==> src/rtl/hdmi_rx_timing_monitor.sv <==
// ADV7611 input stage: registers the pixel bus, measures line width and frame height,
// locks after LOCK_FRAMES consecutive good frames and streams flagged pixels only while locked.
module hdmi_rx_timing_monitor #(
    parameter int H_ACTIVE      = 1920,
    parameter int V_ACTIVE      = 1080,
    parameter bit VS_POL        = 1'b1,
    parameter int LOCK_FRAMES   = 3,
    parameter int FRAME_TIMEOUT = 2500000
) (
    input  logic        hdmi_pclk_i,
    input  logic        rst,
    input  logic [23:0] hdmi_data_i,
    input  logic        hdmi_de_i,
    input  logic        hdmi_hs_i,
    input  logic        hdmi_vs_i,
    output logic [23:0] pix_data_o,
    output logic        pix_valid_o,
    output logic        pix_sof_o,
    output logic        pix_eol_o,
    output logic        locked_o,
    output logic [11:0] meas_width_o,
    output logic [11:0] meas_height_o,
    output logic [7:0]  err_cnt_o
);

    localparam int             TO_W    = $clog2(FRAME_TIMEOUT + 1);
    localparam logic [11:0]    H_ACT   = 12'(H_ACTIVE);
    localparam logic [11:0]    V_ACT   = 12'(V_ACTIVE);
    localparam logic [3:0]     LOCK_N  = 4'(LOCK_FRAMES);
    localparam logic [3:0]     LOCK_M1 = 4'(LOCK_FRAMES - 1);
    localparam logic [TO_W-1:0] TO_MAX  = TO_W'(FRAME_TIMEOUT);
    localparam logic [TO_W-1:0] TO_LAST = TO_W'(FRAME_TIMEOUT - 1);

    function automatic logic [11:0] sat_inc12(input logic [11:0] v);
        return (v == 12'hFFF) ? v : v + 12'd1;
    endfunction

    function automatic logic [7:0] sat_inc8(input logic [7:0] v);
        return (v == 8'hFF) ? v : v + 8'd1;
    endfunction

    logic [23:0]     data_p1;
    logic            de_p1, vs_p1, hs_unused_p1;
    logic            de_p2, vs_p2;
    logic [11:0]     pix_cnt, line_cnt, line_cnt_nxt;
    logic            bad_flag, bad_nxt;
    logic            frame_seen, sof_pending;
    logic [3:0]      good_cnt;
    logic [TO_W-1:0] to_cnt;
    logic            fs, de_rise, de_fall, frame_good, timeout;

    // stage 1: register the raw bus
    always_ff @(posedge hdmi_pclk_i) begin
        data_p1      <= hdmi_data_i;
        hs_unused_p1 <= hdmi_hs_i;
        if (rst) begin
            de_p1 <= 1'b0;
            vs_p1 <= VS_POL;
        end else begin
            de_p1 <= hdmi_de_i;
            vs_p1 <= hdmi_vs_i;
        end
    end

    always_comb begin
        fs           = (vs_p1 == VS_POL) && (vs_p2 != VS_POL);
        de_rise      = de_p1 && !de_p2;
        de_fall      = !de_p1 && de_p2;
        line_cnt_nxt = line_cnt;
        bad_nxt      = bad_flag;
        // a line ending on the frame-start cycle still belongs to the frame being closed
        if (de_fall) begin
            line_cnt_nxt = sat_inc12(line_cnt);
            if (pix_cnt != H_ACT)
                bad_nxt = 1'b1;
        end
        frame_good = !bad_nxt && (line_cnt_nxt == V_ACT);
        // no frame start seen since reset/timeout means there is no lock to lose
        timeout    = frame_seen && !fs && (to_cnt == TO_LAST);
    end

    // stage 2: output pipeline and timing measurement
    always_ff @(posedge hdmi_pclk_i) begin
        if (rst) begin
            de_p2         <= 1'b0;
            vs_p2         <= VS_POL;
            pix_data_o    <= '0;
            pix_cnt       <= '0;
            line_cnt      <= '0;
            bad_flag      <= 1'b0;
            frame_seen    <= 1'b0;
            sof_pending   <= 1'b0;
            good_cnt      <= '0;
            to_cnt        <= '0;
            locked_o      <= 1'b0;
            meas_width_o  <= '0;
            meas_height_o <= '0;
            err_cnt_o     <= '0;
        end else begin
            de_p2      <= de_p1;
            vs_p2      <= vs_p1;
            pix_data_o <= data_p1;

            if (de_rise)
                pix_cnt <= 12'd1;
            else if (de_p1)
                pix_cnt <= sat_inc12(pix_cnt);
            if (de_fall)
                meas_width_o <= pix_cnt;

            if (fs)
                sof_pending <= 1'b1;
            else if (pix_sof_o)
                sof_pending <= 1'b0;

            if (fs) begin
                to_cnt   <= '0;
                line_cnt <= '0;
                bad_flag <= 1'b0;
                if (!frame_seen) begin
                    frame_seen <= 1'b1;
                end else begin
                    meas_height_o <= line_cnt_nxt;
                    if (frame_good) begin
                        if (good_cnt != LOCK_N)
                            good_cnt <= good_cnt + 4'd1;
                        if (good_cnt >= LOCK_M1)
                            locked_o <= 1'b1;
                    end else begin
                        good_cnt  <= '0;
                        locked_o  <= 1'b0;
                        err_cnt_o <= sat_inc8(err_cnt_o);
                    end
                end
            end else begin
                line_cnt <= line_cnt_nxt;
                bad_flag <= bad_nxt;
                if (to_cnt != TO_MAX)
                    to_cnt <= to_cnt + TO_W'(1);
                if (timeout) begin
                    locked_o   <= 1'b0;
                    good_cnt   <= '0;
                    frame_seen <= 1'b0;
                    err_cnt_o  <= sat_inc8(err_cnt_o);
                end
            end
        end
    end

    assign pix_valid_o = de_p2 && locked_o;
    assign pix_sof_o   = pix_valid_o && sof_pending;
    assign pix_eol_o   = pix_valid_o && !de_p1;

endmodule
==> config.mk <==
export PLATFORM = sky130hd
export DESIGN_NAME = hdmi_rx_timing_monitor
export DESIGN_NICKNAME = d
export VERILOG_FILES = /design/src/rtl/hdmi_rx_timing_monitor.sv
export SDC_FILE = /design/constraint.sdc
export NUM_CORES = 1
export LEC_CHECK = 0
export ABC_AREA = 1
export CORE_AREA = 2 2 104 132
export DETAILED_ROUTE_END_ITERATION = 8
export DIE_AREA = 0 0 106 134
export PLACE_DENSITY = 0.69
export SETUP_SLACK_MARGIN = 0.1
export SLEW_MARGIN = 15
export SYNTH_ARGS = -nofsm -noshare
export SYNTH_HDL_FRONTEND = slang
export SYNTH_SLANG_ARGS = --single-unit
==> constraint.sdc <==
create_clock -name hdmi_pclk_i -period 5.6 [get_ports hdmi_pclk_i]
set_input_delay 1.4 -clock hdmi_pclk_i [delete_from_list [all_inputs] [get_ports hdmi_pclk_i]]
set_output_delay 1.4 -clock hdmi_pclk_i [all_outputs]
set_load 0.02 [all_outputs]
# Word level (Yosys, flattened, before mapping)

Cells that the tools add are included.
W data, S select, Z words.

Register bits: 138
Input bits: 29
Output and inout bits: 60
Word-level logic and storage cells: 88

Add/sub/neg operators: 5
$lt $le $gt $ge: 1
Equal/unequal tests: 13
Multiplexer cells: 25
Bitwise gates (word level): 2
Reductions and logical operators: 24

Operator list:

| cell                    | number |
|---|---|
| $mux W8                 | 5 |
| $add A12 B1 Y12 const B | 2 |
| $eq A12 B12 Y1 const B  | 2 |
| $mux W12                | 2 |
| $add A22 B1 Y22 const B | 1 |
| $eq A22 B22 Y1 const B  | 1 |
| $ne A22 B22 Y1 const B  | 1 |
| $mux W4                 | 5 |
| $mux W1                 | 13 |
| $eq A12 B11 Y1 const B  | 1 |
| $ne A12 B11 Y1 const B  | 1 |
| $logic_and A1 B1 Y1     | 9 |
| $reduce_and A3 Y1       | 3 |
| $add A8 B1 Y8 const B   | 1 |
| $eq A8 B8 Y1 const B    | 1 |
| $ne A2 B2 Y1 const B    | 3 |
| $ne A3 B2 Y1 const B    | 2 |
| $reduce_and A2 Y1       | 3 |
| $reduce_bool A2 Y1      | 3 |
| $add A4 B1 Y4 const B   | 1 |
| $ge A4 B2 Y1 const B    | 1 |
| $logic_not A1 Y1        | 4 |
| $ne A4 B2 Y1 const B    | 1 |
| $reduce_or A2 Y1        | 2 |
| $not A1 Y1              | 2 |

# Depth between registers and ports, before layout

Depth in word-level cells: 8
Mapped depth: 14
Mapped depth without buffers: 14

# Least setup slack after synthesis

No wires, ideal clock.

Path type: register to output
Start: register locked_o
End: output port pix_eol_o
Arrival: 0.874 ns
Data required time: 4.200 ns
Slack: 3.326 ns
Stages on the path, launching flop included: 3
Buffers on the path: 0
Cell sequence: dfxtp_1 -> nand2_1 -> nor2_1

Longest elaborated chain between the ends: 2

RTL lines:

| what                     | RTL line | RTL |
|---|---|---|
| start: declaration       | 20       | `output logic locked_o,` |
| start signal: assignment | 95       | `locked_o <= 1'b0;` |
| start signal: assignment | 128      | `locked_o <= 1'b1;` |
| start signal: assignment | 131      | `locked_o <= 1'b0;` |
| $logic_and A1 B1 Y1      | 150      | `assign pix_valid_o = de_p2 && locked_o;` |
| $logic_and A1 B1 Y1      | 152      | `assign pix_eol_o = pix_valid_o && !de_p1;` |
| end: declaration         | 19       | `output logic pix_eol_o,` |

No other way between the ends.

# Worst setup path after layout

Start: input port rst
End: register pix_cnt[1]

Longest elaborated chain between the ends: 1

RTL lines:

| what                       | RTL line | RTL |
|---|---|---|
| start: declaration         | 11       | `input logic rst,` |
| $reduce_or A2 Y1 (no line) | -        |  |
| end signal: assignment     | 107      | `pix_cnt <= sat_inc12(pix_cnt);` |
| end: declaration           | 45       | `logic [11:0] pix_cnt, line_cnt, line_cnt_nxt;` |

No other way between the ends.
A chain may end at the register's enable or synchronous reset.

==> metrics <==
Layout Cells excl Fill 960; RSZ-0062 raised after global routing false; Req. time, crit path about 6 ns; WHS Path Cells 2; Crit. End Element register; switch share about a quarter; Tmin final 3.224 ns; part of the power in registers about 46%; Num CTS Buffers 17; Worst R2R Setup Slack 3.14 ns; total track usage 17.32%; Worst EP arrival about 3.6 ns; initial antenna violation count 0; synth cell count leaders dfxtp_1, nand2_1, inv_1, nor2_1, a21oi_1; pre-CTS WS approximately 2 ns; Wirelength per Cell between 10 and 15 µm; Fin Setup TNS 0 ns; Worst Hold Launch data_p1[3]$_DFF_P_; die width roughly 110 µm; top cells by area, synth dfxtp_1, nand2_1, inv_1, nor2_1, a21oi_1; nets between 800 and 900; Syn-to-layout area delta 29.72%; Inst Count DP just over 900; synthesized flop and latch total 138; Hold Violations, Final 0; vias in the first global route roughly 4.6k; Worst Clk Skew approximately 0.0089 ns; r2r worst-path depth 11; Worst-Margin Slew between 0.8 and 0.9 ns; Final ANT Viol Nets 0; Port Buffers 87; final setup margin ~2.4 ns; VDD IR max about 220 µV; Post-synth EDFFs 0; first-pass GRT wire length just under 20000 µm; total iterations of the first detailed-routing run 4; Post-Syn Area between 5000 and 6000 µm²; Max Clock Freq roughly 0.31 GHz; post-synth top area share about half; Worst-path clk slew ~0.07 ns; Logic pwr share 5.4%; Post CTS Setup Buffer Count 0; Clock Latency Late Sink 0.42 ns; max-capacitance violation count 0; Final Setup Violations 0; most used flip-flop cell after synthesis dfxtp_1; diode count 0; RePlAce Congestion 0.8603; Vias/cell between 4 and 5; share of layout cells above drive strength 1 a little under an eighth; Routed Wire Length 11620 µm; PwrDens 314.5 nW/µm²; Max FO, Critical Path 30; most frequent cell after synthesis dfxtp_1; row count 47; syn nets 720; initial detailed-routing violation count about 130; internal power around 1700 µW; DIE AREA between 10000 and 15000 µm²; Resized cells post-CTS 0; Gate Count Post-Synth between 600 and 700; Static Leak approximately 0.0028 µW; total grt overflow 0; Clk network pwr share 48.9%; Initial Util between 40% and 50%; Post-CTS Hold Buffers 0; die height about 130 µm; root buf cell clkbuf_16; area of the core 13000 µm²; startpoint class of the critical path input pin; worst r2r dst good_cnt[2]$_SDFFE_PP0P_; CTS tree done; Hold Path Class reg2reg; Yosys warning count 0; H-tree depth 4; status complete, no violations; drt drc 0; switching power ~570 µW; period utilisation layout a little under three fifths; Post-Syn Area per Cell about 8.0 µm²; largest net degree at the start of global routing 36; worst hold endpoint pix_data_o[3]$_SDFF_PP0_; ys async rst share 0%; Slew Limit Fails 0; CP Class in2reg; post-synthesis sequential area ratio about half; minimum hold slack approximately 0.40 ns; clock tree sinks between 100 and 150; Slew HR 41.75%; Yosys cell types 41; deepest clock path buffer count 2; vias around 4.6k; biggest area consumer among synthesized cells dfxtp_1; FF-to-FF Start de_p2$_SDFF_PP0_; HPWL Detailed 8489 µm; I/O pin cnt 89
[state kept, by name, summed over array words and instances (netlist names), 4 cells and up]
| signal | count |
|---|---|
| data_p1 | 24 |
| pix_data_o | 24 |
| to_cnt | 22 |
| line_cnt | 12 |
| meas_height_o | 12 |
| meas_width_o | 12 |
| pix_cnt | 12 |
| err_cnt_o | 8 |
| good_cnt | 4 |
[worst max-delay path, stage by stage]
cell and delay, ns:
clkdlybuf4s50_1 0.63, inv_1 0.76, nand2_1 0.27, inv_1 0.25, o21ai_0 0.12, a21oi_1 0.13
[final cells by class]
| type | count | area, µm² |
|---|---|---|
| flip-flops and latches | 138 | 2763 |
| inverters | 106 | 399.1 |
| clock inverters | 15 | 170.2 |
| multi-input cells | 424 | 2253 |
| clock buffers | 17 | 425.4 |
| fillers | 1189 | 5886 |
| well taps | 171 | 214.0 |
| repair buffers | 89 | 885.9 |
[power groups by stage]
stage          combinational [µW]  sequential, µW  clock [µW]
4_1_cts                       122            1020        1120
3_5_place_dp                  121            1050           0
3_3_place_gp                  119            1040           0
5_1_grt                       132            1030        1170
6_report                      120            1020        1090
2_1_floorplan                45.4            1060           0
[routing by layer]
metal,up-vias,track usage [%],part of all wire [%],routed length [µm]
li1,2375,-,-,-
met5,-,0,0,0
met2,96,31.29,52,6040
met4,0,8.333,2.2,260
met3,24,4.908,3.9,449
met1,2128,18.46,42,4873
[metrics by stage]
step | utilization (%) | power (µW) | area, µm²
6_report | 54.71 | 2237 | 7111
5_1_grt | 54.71 | 2326 | 7111
4_1_cts | 54.71 | 2264 | 7111
3_5_place_dp | 50.13 | 1167 | 6515
3_3_place_gp | 50.13 | 1163 | 6515
2_1_floorplan | - | 1106 | 5482
[cells in the final DEF, fill, tap and decap left out, types with 2 or more instances in the layout]
cell	netlist	routed
a21oi_1	51	51
a21oi_2	3	3
buf_4	0	2
clkbuf_16	0	17
clkdlybuf4s50_1	0	87
clkinv_8	0	3
dfxtp_1	138	138
ha_1	8	8
inv_1	101	101
inv_2	4	4
inv_6	0	3
inv_8	0	7
nand2_1	105	105
nand2_2	19	19
nand2_4	2	2
nand3_1	33	33
nand3_2	2	2
nand3_4	3	3
nand4_1	20	20
nor2_1	80	80
nor2_2	7	7
nor2_4	5	5
nor3_1	14	14
nor3_2	2	2
nor4_1	3	3
o211ai_1	7	7
o21ai_0	28	28
o21ai_2	2	2
o21bai_2	2	2
or2_2	4	4
xnor2_1	4	4
xor2_1	10	10
[cells by family after synthesis]
| kind of cell | count (synthesis) | share of synthesized area, % |
|---|---|---|
| simple gates | 301 | 26.50 |
| flops | 138 | 50.40 |
| buf+inv | 121 | 8.491 |
| compound gates | 100 | 10.36 |
| xor+xnor | 14 | 2.237 |
| fa+ha+maj | 8 | 1.826 |
| mux | 1 | 0.1826 |
[how the worst max path moves through the flow]
stage	from	end	slack, ns
after detailed placement	rst	pix_cnt[1]$_SDFFE_PP0P_	1.98
final	rst	pix_cnt[1]$_SDFFE_PP0P_	2.38
after global routing	rst	pix_cnt[1]$_SDFFE_PP0P_	2.20
after floorplan	locked_o$_SDFFE_PP0P_	pix_eol_o	3.33
after global placement	rst	pix_cnt[1]$_SDFFE_PP0P_	2.03
after CTS	rst	pix_cnt[1]$_SDFFE_PP0P_	2.40
Power figures use the tool's default switching activity.
